<file path="config.mk">
export PLATFORM = sky130hd
export DESIGN_NAME = mux_sweep_gen
export DESIGN_NICKNAME = d
export VERILOG_FILES = /design/src/rtl/mux_sweep_gen.sv
export SDC_FILE = /design/constraint.sdc
export NUM_CORES = 1
export LEC_CHECK = 0
export CAP_MARGIN = 10
export CELL_PAD_IN_SITES_DETAIL_PLACEMENT = 0
export CELL_PAD_IN_SITES_GLOBAL_PLACEMENT = 1
export CORE_AREA = 5 5 69 71
export CTS_BUF_LIST = sky130_fd_sc_hd__clkbuf_2 sky130_fd_sc_hd__clkbuf_4 sky130_fd_sc_hd__clkbuf_8
export CTS_CLUSTER_DIAMETER = 50
export DETAILED_ROUTE_END_ITERATION = 10
export DIE_AREA = 0 0 74 76
export PLACE_DENSITY_LB_ADDON = 0.12
export SLEW_MARGIN = 30
export SYNTH_ARGS = -nofsm -noshare
export SYNTH_HDL_FRONTEND = slang
export SYNTH_SLANG_ARGS = --single-unit
export TNS_END_PERCENT = 1
</file>
<file path="constraint.sdc">
create_clock -name clk -period 2.8 [get_ports clk]
set_input_delay 0.28 -clock clk [delete_from_list [all_inputs] [get_ports clk]]
set_output_delay 0.28 -clock clk [all_outputs]
set_load 0.005 [all_outputs]
</file>
<file path="src/rtl/mux_sweep_gen.sv">
// Exhaustive sweep generator and checker for an external 4:1 mux.
// Defining MUX_SWEEP_CAPTURE_EN records the index of the first failing vector.
module mux_sweep_gen #(
  parameter int NUM_VEC = 64,
  parameter int SETTLE  = 1
) (
  input  logic       clk,
  input  logic       rst_n,
  input  logic       start,
  input  logic       op,
  output logic       a,
  output logic       b,
  output logic       c,
  output logic       d,
  output logic       sel0,
  output logic       sel1,
  output logic       busy,
  output logic       done,
  output logic [6:0] err_cnt,
  output logic       pass,
  output logic [5:0] first_fail,
  output logic       first_fail_vld
);

  typedef enum logic [2:0] {IDLE, DRIVE, WAIT, CHECK, DONE} state_t;

  localparam logic [5:0] LAST_VEC  = 6'(NUM_VEC - 1);
  localparam logic [3:0] WAIT_LAST = (SETTLE > 0) ? 4'(SETTLE - 1) : 4'd0;

  state_t     state;
  logic [5:0] vec;
  logic [3:0] wait_cnt;
  logic       expected;
  logic       mismatch;
  logic [6:0] err_next;

  // Reference mux model, evaluated against the stimulus currently on the pins.
  always_comb begin
    expected = a;
    case ({sel1, sel0})
      2'b00:   expected = a;
      2'b01:   expected = b;
      2'b10:   expected = c;
      default: expected = d;
    endcase
    mismatch = (op != expected);
    err_next = (mismatch && (err_cnt != 7'd127)) ? err_cnt + 7'd1 : err_cnt;
  end

  always_ff @(posedge clk or negedge rst_n) begin
    if (!rst_n) begin
      state    <= IDLE;
      vec      <= '0;
      wait_cnt <= '0;
      a        <= 1'b0;
      b        <= 1'b0;
      c        <= 1'b0;
      d        <= 1'b0;
      sel0     <= 1'b0;
      sel1     <= 1'b0;
      busy     <= 1'b0;
      done     <= 1'b0;
      err_cnt  <= '0;
      pass     <= 1'b0;
    end else begin
      case (state)
        IDLE: begin
          if (start) begin
            vec     <= '0;
            err_cnt <= '0;
            pass    <= 1'b0;
            busy    <= 1'b1;
            state   <= DRIVE;
          end
        end
        DRIVE: begin
          {sel1, sel0, d, c, b, a} <= vec;
          wait_cnt <= '0;
          state    <= (SETTLE == 0) ? CHECK : WAIT;
        end
        WAIT: begin
          if (wait_cnt == WAIT_LAST) begin
            state <= CHECK;
          end else begin
            wait_cnt <= wait_cnt + 4'd1;
          end
        end
        CHECK: begin
          err_cnt <= err_next;
          // pass is taken from err_next so the final vector's result counts.
          if (vec == LAST_VEC) begin
            done  <= 1'b1;
            pass  <= (err_next == 7'd0);
            state <= DONE;
          end else begin
            vec   <= vec + 6'd1;
            state <= DRIVE;
          end
        end
        DONE: begin
          done  <= 1'b0;
          busy  <= 1'b0;
          state <= IDLE;
        end
        default: state <= IDLE;
      endcase
    end
  end

`ifdef MUX_SWEEP_CAPTURE_EN
  always_ff @(posedge clk or negedge rst_n) begin
    if (!rst_n) begin
      first_fail     <= '0;
      first_fail_vld <= 1'b0;
    end else if ((state == IDLE) && start) begin
      first_fail     <= '0;
      first_fail_vld <= 1'b0;
    end else if ((state == CHECK) && mismatch && !first_fail_vld) begin
      first_fail     <= vec;
      first_fail_vld <= 1'b1;
    end
  end
`else
  assign first_fail     = '0;
  assign first_fail_vld = 1'b0;
`endif

endmodule

</file>
Yosys cells after proc, flatten, opt, wreduce, memory -nomap -nowiden
Cells that the tools add are included.

Add/subtract/negate cells: 3. $mul: 0. Divide/modulo/power cells: 0. Magnitude comparators: 0. Equal/unequal tests: 14. Shifts and indexed selects: 0. Mux-type cells: 20. Bitwise gates (word level): 0. Reductions and logical operators: 16.

Operators with widths (count): $mux W7 (2); $pmux W7 S2 (1); $mux W6 (2); $pmux W3 S4 (1); $pmux W6 S2 (1); $ne A2 B2 Y1 const B (5); $reduce_and A2 Y1 (5); $mux W3 (3); $pmux W4 S2 (1); $reduce_bool A2 Y1 (4); $add A7 B1 Y7 const B (1); $logic_not A7 Y1 (1); $ne A7 B7 Y1 const B (1); $add A6 B1 Y6 const B (1); $eq A3 B2 Y1 const B (2); $eq A6 B6 Y1 const B (1); $pmux W1 S2 (3); $reduce_and A3 Y1 (2); $add A4 B1 Y4 const B (1); $logic_not A4 Y1 (1); $mux W1 (4); $mux W4 (1); $eq A3 B1 Y1 const B (1); $eq A3 B3 Y1 const B (1); 7 further kinds (7).

Register bits: 29. Bits in latches: 0. RAM bits: 0. Bits in read-only memories: 0. Input port bits: 4. Output and inout bits: 23. Logic and storage cells: 66. Memories: 0.

Longest topological paths before layout
Gate-level depths: netlist of the first run.

Word-level depth: 8. Depth in mapped cells: 8. Gate-level depth less buffers: 7.

Worst setup path before layout of the first run
No wires, ideal clock.

Kind: reg-to-reg. From: register err_cnt[0]. To: register pass. Library setup time: 0.095 ns. Arrival: 1.938 ns. Data required time: 2.705 ns. Path slack: 0.766 ns. Stages on the path, launching flop included: 7. Buffers on the path: 0. Clock period less this slack: 2.034 ns. Path through: dfrtp_1 > ha_1 > or3b_1 > mux2i_1 > o2111ai_1 > a2111o_1 > o31ai_1.

Word-level cells in the longest chain between the ends: 6. Elaborated cells between the ends (all ways): 7. Classes of those cells: 1 x add/sub; 1 x eq/ne; 3 x mux; 2 x reduce/logical.

RTL lines: start, declared (RTL line 19) `output logic [6:0] err_cnt,`; start signal, assigned (RTL line 89) `err_cnt <= err_next;`; branches (longest 2 deep; another with $add A7 B1 Y7); $mux W7 (*) (RTL line 47) `err_next = (mismatch && (err_cnt != 7'd127)) ? err_cnt + 7'd1 : err_cnt;`; $logic_not A7 Y1 (*) (RTL line 93) `pass <= (err_next == 7'd0);`; $mux W1 (*) (RTL line 91) `if (vec == LAST_VEC) begin`; $pmux W1 S2 (*) (RTL line 66) `case (state)`; end signal, assigned (RTL line 93); end, declared (RTL line 20) `output logic pass,`.

Every way passes the cells marked *. The select of a mux whose other input is x is not followed. A chain may end at the register's enable or synchronous reset.

Final worst setup path of the first run
Same ends and word-level chain as after synthesis.

==> out/results.ini, run 1 <==
[critical_path]
rr_startpoint = err_cnt[0]
crit_family = compound AO/OA/AOI/OAI gates
cp-start-kind = flip-flop
critical_path.startpoint = err_cnt[0]
crit_buf_inv = 0
critPathMaxFanout = 11
cp_slowest_cell = dfrtp_1
path_class = flip-flop to flip-flop
end_kind = flip-flop
worstPathRequired_ns = 2.99
critical_path.max_stage_delay_ns = 0.47
path_cells = ha_1 -> and3_1 -> nand4_1 -> o2111ai_1 -> a2111o_1 -> o31ai_1
critPathArrivalTime_ns = 2.50

[drt]
routedWlPerCell_um = 15.78
detail-route-antenna-nets = 0
vias = 1331
drc = 0
drt-total-wl_mm = 3.802
drtPass1Iterations = 4
drt_iter0_markers = 111
routed_via_density = 5.523

[clock_network]
h-tree-depth = 2
cts.root.buffer_cell = clkbuf_8
path_clk_slew_ns = 0.07
clk_latency_ns = 0.28
clock_path_buffers = 2
cts_buffers = 5
cts_resized = 0
cts_num_sinks = 29
cts_hold_buf = 0
cts_setup_buffers = 0
cts_tree = built

[yosys]
synth_edf_count = 0
synthDominantCellAreaShare_pct = 44.31
synth-seq-area-share_pct = 44.31
ys_top_cells_by_area = dfrtp_1 (44%), mux2_2 (4.1%), mux2i_1 (3.7%), o21ai_0 (3.7%), buf_4 (3.2%)
synth_most_common_cell = dfrtp_1
yosys.cell_types.count = 41
yosys.area.top_type = dfrtp_1
syn_area_per_cell_um2 = 9.807
ys.flop_type = dfrtp_1
synth-seq-cells = 29
async_flop_share_pct = 100.0
synth_common_cells = dfrtp_1 (29), nor2_1 (14), o21ai_0 (12), nand2_1 (11), nand3_1 (9)
yosysWarningCount = 0
mappedNetlistArea_um2 = 1638
syn_inst = 167

[run]
cap_violations = 0

[placed_design]
placed_cells = 233
gp_congestion = 0.8179
dp_hpwl_mm = 2.697
io_buffers = 19

[timing]
fmax_mhz = 433.0
finalSetupTns_ns = 0
tightest_slew_ns = 0.6902
finClkSkew_ns = 0.009086
hold_viol = 0
finalSetupViolations = 0
maxSlewViolCount = 0
fin_crit_ns = 2.309
rsz0062_at_grt = no
maxSlewHeadroom_pct = 53.81
min_period_over_period_pct = 82.47

[cells_and_area]
layout.nets = 196
stdcell_count = 241
area_delta_synth_final_pct = 19.40
nFillCells = 412
antenna_cells = 0
drive_gt1_share_pct = 11.11

[power_and_ir_drop]
vdd.ir_drop.worst_v = 0.0005457
leakagePower_nw = 0.8643
power_density_nw_per_um2 = 858.3

[floorplanning]
start_util_pct = 39.24
chipWidth_um = 74
io-pin-count = 27
dieArea_um2 = 5624
core-area_um2 = 4174
chipHeight_um = 76
row_count = 24

[global_route]
grt_start_max_net_pins = 30
grt-ovfl-total = 0
grt.total_usage_pct = 14.31
grt_first_pass_wirelength_mm = 6.230
grt_pass1_vias = 1273
antenna_found_initial = 0

[min_path]
hold_path.class = input pin to async pin

[status]
outcome = completed

layout by cell type, fill, tap and decap left out, types with 2 or more instances in the layout:
cell type	count
a21oi_1	5
a31oi_1	3
a32o_1	2
and3_1	2
buf_4	3
clkbuf_8	7
clkdlybuf4s50_1	19
conb_1	7
dfrtp_1	29
ha_1	4
inv_1	7
mux2_2	6
mux2i_1	6
nand2_1	11
nand3_1	9
nand3b_1	3
nand4_1	6
nor2_1	14
nor3_1	2
o21ai_0	12
o31ai_1	3
or3_1	2
xnor2_1	5
xor2_1	4
path summary, 6_finish.rpt:
kind / to / slack [ns] / cells after the start
worst max-delay path: pass / 0.49 / 6
worst min-delay path: err_cnt[4] / 0.39 / 2
worst max register to register: pass / 0.49 / 6
worst min register to register: done / 0.53 / 2
max in group asynchronous: state[0] / 2.12 / 2
min in group clk: done / 0.53 / 2
state kept, by name, indices dropped and copies added, names as in the netlist:
name / flops
done: 1
sel1: 1
a: 1
wait_cnt: 4
sel0: 1
err_cnt: 7
c: 1
vec: 6
state: 3
busy: 1
b: 1
pass: 1
d: 1
worst register-to-register path, cell delays in order (launching register included):
cell,delay (ns)
dfrtp_1,0.47
ha_1,0.32
and3_1,0.25
nand4_1,0.32
o2111ai_1,0.18
a2111o_1,0.43
o31ai_1,0.24
per-stage QoR:
stage | power [mW] | util (%) | area (µm²) | setup WS (ns) | hold WS, ns
after floorplan | 1.060 | - | 1660 | 0.7664 | -0.01559
after global placement | 1.280 | 44.42 | 1854 | 0.6066 | 0.5098
after detailed placement | 1.295 | 44.42 | 1854 | 0.5281 | 0.5172
after CTS | 1.693 | 46.85 | 1956 | 0.5119 | 0.3991
after global routing | 1.793 | 46.85 | 1956 | 0.3753 | 0.4226
final | 1.678 | 46.85 | 1956 | 0.4908 | 0.3854
power by group:
group          internal, mW  switching, mW
clock network         0.222          0.167
registers             0.515          0.156
logic                 0.305          0.313
area by class of cell:
| type | instances | area, µm² | area share (%) |
|---|---|---|---|
| clock buffers | 7 | 96.34 | 4.926 |
| clock inverters | 1 | 5.005 | 0.2559 |
| inverters | 8 | 30.03 | 1.536 |
| multi-input cells | 122 | 820.8 | 41.97 |
| flip-flops and latches | 29 | 725.7 | 37.11 |
| well taps | 52 | 65.06 | 3.327 |
| repair buffers | 22 | 212.7 | 10.88 |
layer usage:
metal	GRT usage (%)	share of wire (%)	vias up
li1	-	-	632
met1	20.22	48	652
met2	20.04	44	39
met3	3.958	4.8	8
met4	6.522	2.2	0
met5	0	0	-
cell families after synthesis:
kind of cell    after synthesis  share of synthesized area, %
other cells                   1                        0.2290
buf+inv                      22                         6.952
simple gates                 56                         18.33
compound gates               33                         13.14
xor+xnor                      9                         4.812
flops                        29                         44.31
fa+ha+maj                     4                         3.056
mux                          13                         9.167
Power figures use the tool's default switching activity.
==> run 2: changes to the inputs <==
clock period = 2.31 ns   (was 2.8 ns; I/O delays follow)
==> out/results.ini, run 2 (synthesis results as in run 1) <==
[cells_and_area]
final_util_pct = 48.11
top_register = err_cnt
nFillCells = 409
reg_top3 = err_cnt x7, vec x6, wait_cnt x4
area_delta_synth_final_pct = 22.61
antenna_cells = 0
fin_area_um2 = 2008
drive_gt1_share_pct = 14.29
layout.nets = 203
final_common_cell = dfrtp_1
largest_reg_flops = 7
mostFrequentLayoutCells = dfrtp_1 (29), clkdlybuf4s50_1 (19), nor2_1 (14)

[clock_network]
cts_buffers = 5
cts_tree = built
cts_setup_buffers = 0
cts_hold_buf = 0
h-tree-depth = 2
cts_resized = 0
path_clk_slew_ns = 0.06
clk_latency_ns = 0.27
clock_path_buffers = 2
cts_num_sinks = 29
cts.root.buffer_cell = clkbuf_8

[drt]
drc = 0
detail-route-antenna-nets = 0
routedWlPerCell_um = 14.68
drtPass1Iterations = 4
routed_via_density = 5.254
drt-total-wl_mm = 3.641
vias = 1303
drt_iter0_markers = 82

[critical_path]
end_kind = flip-flop
critPathMaxFanout = 7
critPathArrivalTime_ns = 2.25
rr_startpoint = err_cnt[0]
worstPathRequired_ns = 2.49
cp-start-kind = flip-flop
path_class = flip-flop to flip-flop
critical_path.startpoint = err_cnt[0]

[global_route]
grt_start_max_net_pins = 30
antenna_found_initial = 0
grt_first_pass_wirelength_mm = 6.065
grt.total_usage_pct = 13.80
grt-ovfl-total = 0
grt_pass1_vias = 1296

[power_and_ir_drop]
vdd.ir_drop.worst_v = 0.0004869
power_density_nw_per_um2 = 1033
leakagePower_nw = 0.8987

[floorplanning]
row_count = 24
core-area_um2 = 4174
dieArea_um2 = 5624
io-pin-count = 27
chipWidth_um = 74
start_util_pct = 39.24
chipHeight_um = 76

[placed_design]
place_ws_ns = 0.1645
post_dp_cell_area_um2 = 1907
io_buffers = 19
gp_congestion = 0.8279
dp_hpwl_mm = 2.652

[timing]
min_period_over_period_pct = 89.25
finalSetupViolations = 0
postLayoutSetupSlackWorst_ns = 0.2483
finClkSkew_ns = 0.004474
maxSlewViolCount = 0
rsz0062_at_grt = no
fmax_mhz = 485.0
hold_viol = 0
finalSetupTns_ns = 0
fin_crit_ns = 2.062

[min_path]
hold_path.class = input pin to async pin

[status]
outcome = completed

[run]
cap_violations = 0

-- run 2: changes by cell type in the layout (fill, tap and decap cells not counted), sizes merged --
cell | before | now
buf | 3 | 10
-- run 2: metrics by stage --
stage                     instances  total power, mW  hold slack [ns]
final                           248            2.075           0.3379
after global routing            248            2.236           0.3836
after CTS                       248            2.100           0.3576
after detailed placement        240            1.630           0.5176
after global placement          240            1.623           0.5064
after floorplan                 173            1.285         -0.06459
-- run 2: cell type report --
type                       count  area, µm²  area share [%]
clock buffer                   7      96.34           4.797
inverter                       8      30.03           1.495
timing repair buffer          29      265.3           13.21
sequential                    29      725.7           36.14
tap                           52      65.06           3.240
clock inverter                 1      5.005          0.2492
multi-input combinational    122      820.8           40.87
-- run 2: layer usage --
layer / part of all wire [%] / global-route usage [%] / vias up / routed length (µm)
met4: 0.66 / 6.159 / 0 / 24
met1: 48 / 19.30 / 610 / 1763
met2: 45 / 19.59 / 44 / 1647
met5: 0 / 0 / - / 0
met3: 5.7 / 3.826 / 2 / 206
li1: - / - / 647 / -
-- run 2: worst max-delay path, stage by stage, from the launching register on --
cell	delay (ns)
dfrtp_1	0.36
ha_1	0.30
or3b_1	0.37
mux2i_1	0.18
o2111ai_1	0.13
a2111o_1	0.42
o31ai_1	0.23
-- run 2: path summary, 6_finish.rpt --
check,depth (start not counted),end,slack (ns)
min in group clk,2,pass,0.53
max in group asynchronous,2,vec[1],1.67
min,2,sel0,0.34
min reg2reg,2,pass,0.53
max,6,pass,0.25
max reg2reg,6,pass,0.25
-- run 2: report_power, final --
part | internal, mW | total (mW) | switching, mW
sequential | 0.625 | 0.748 | 0.123
clock | 0.269 | 0.455 | 0.186
combinational | 0.421 | 0.872 | 0.450
==> run 3: changes to the inputs <==
RECOVER_POWER = 50   (was default)
SLEW_MARGIN = 0   (was 30)
==> out/results.ini, run 3 (synthesis results as in run 1) <==
[clock_network]
cts_buffers = 5
cts_resized = 0
cts_hold_buf = 0
h-tree-depth = 2
cts.root.buffer_cell = clkbuf_8
cts_setup_buffers = 0
clock_path_buffers = 2
cts_tree = built
path_clk_slew_ns = 0.06
cts_num_sinks = 29
clk_latency_ns = 0.27

[floorplanning]
start_util_pct = 39.24
chipWidth_um = 74
chipHeight_um = 76
core-area_um2 = 4174
io-pin-count = 27
row_count = 24
dieArea_um2 = 5624

[cells_and_area]
top_register = err_cnt
nFillCells = 411
antenna_cells = 0
drive_gt1_share_pct = 13.27
layout.nets = 203
final_common_cell = dfrtp_1
area_delta_synth_final_pct = 22.15
mostFrequentLayoutCells = dfrtp_1 (29), nor2_1 (14), clkdlybuf4s50_1 (14)
reg_top3 = err_cnt x7, vec x6, wait_cnt x4
largest_reg_flops = 7
fin_area_um2 = 2001
stdcell_count = 248

[power_and_ir_drop]
vdd.ir_drop.worst_v = 0.0004897
clkPwrFrac_pct = 22.1
power_density_nw_per_um2 = 1031
pwr-share-comb_pct = 41.7
switching_share_pct = 36.86
p_int_mw = 1.302
seqPwrFrac_pct = 36.2
p_sw_mw = 0.7604
leakagePower_nw = 0.8957

[global_route]
grt-ovfl-total = 0
antenna_found_initial = 0
grt_start_max_net_pins = 30
grt_first_pass_wirelength_mm = 6.065
grt.total_usage_pct = 13.80
grt_pass1_vias = 1296

[run]
cap_violations = 1

[drt]
detail-route-antenna-nets = 0
vias = 1297
drt_iter0_markers = 82
routed_via_density = 5.230
drt-total-wl_mm = 3.627
drtPass1Iterations = 4
drc = 0
wl_met2_mm = 1.646
wl_met3_um = 174
top_layer = met4
routedLengthMet1_mm = 1.783
routedWlPerCell_um = 14.63

[critical_path]
critPathArrivalTime_ns = 2.24
worstPathRequired_ns = 2.49
rr_worst_depth = 6
cp-start-kind = flip-flop
path_class = flip-flop to flip-flop
end_kind = flip-flop
critPathMaxFanout = 7

[status]
violations = max-capacitance violations, max-slew violations
outcome = finished, violations left

[timing]
min_period_over_period_pct = 89.21
hold_viol = 0
finalSetupTns_ns = 0
finalSetupViolations = 0
finClkSkew_ns = 0.004906
fmax_mhz = 485.2
fin_crit_ns = 2.061
maxSlewHeadroom_pct = -8.590
maxSlewViolCount = 30
tightest_slew_ns = 1.629
rsz0062_at_grt = no
whs_ns = 0.5226

[placed_design]
io_buffers = 19
dp_hpwl_mm = 2.652
placed_cells = 240
gp_congestion = 0.8279
post_dp_cell_area_um2 = 1907

[min_path]
hold_path.class = flip-flop to flip-flop
holdPathStages = 2

[run 3: changes by cell type in the layout (fill, tap and decap cells not counted)]
cell / before / now
buf_4: 10 / 8
clkdlybuf4s50_1: 19 / 14
dlygate4sd3_1: 0 / 5
clkbuf_1: 0 / 2
[run 3: critical path, stage by stage, from the launching register on]
cell and delay [ns]:
dfrtp_1 0.36, ha_1 0.30, or3b_1 0.37, mux2i_1 0.18
o2111ai_1 0.13, a2111o_1 0.42, o31ai_1 0.23
[run 3: metal layers]
layer / GRT usage, % / vias up
met3: 3.826 / 2
met4: 6.159 / 0
met1: 19.30 / 611
met5: 0 / -
met2: 19.59 / 38
li1: - / 646
[run 3: cell type report]
class / instances / area [µm²] / share of cell area, %
multi-input cells: 122 / 820.8 / 41.03
clock buffers: 7 / 96.34 / 4.816
repair buffers: 29 / 257.7 / 12.88
inverters: 8 / 30.03 / 1.501
flip-flops and latches: 29 / 725.7 / 36.27
well taps: 52 / 65.06 / 3.252
clock inverters: 1 / 5.005 / 0.2502
[run 3: path summary, 6_finish.rpt]
check                           startpoint  endpoint  slack, ns
worst min register to register        pass      pass       0.52
worst min-delay path                  pass      pass       0.52
min in group asynchronous            rst_n      sel0       0.83
worst max register to register  err_cnt[0]      pass       0.25
max in group asynchronous            rst_n    vec[1]       0.53
worst max-delay path            err_cnt[0]      pass       0.25
[run 3: per-stage QoR]
step	setup slack [ns]	util, %	power, mW
after floorplan	0.2764	-	1.285
after global placement	0.2120	45.68	1.623
after detailed placement	0.1645	45.68	1.630
after CTS	0.2193	48.11	2.100
after global routing	0.09162	47.93	2.223
final	0.2491	47.93	2.063
[run 3: power by group through the flow]
stage	clock (mW)	combinational, mW	sequential (mW)
final	0.455	0.861	0.747
after global routing	0.493	0.966	0.763
after CTS	0.473	0.879	0.748
after detailed placement	0	0.872	0.758
after global placement	0	0.872	0.751
after floorplan	0	0.549	0.736
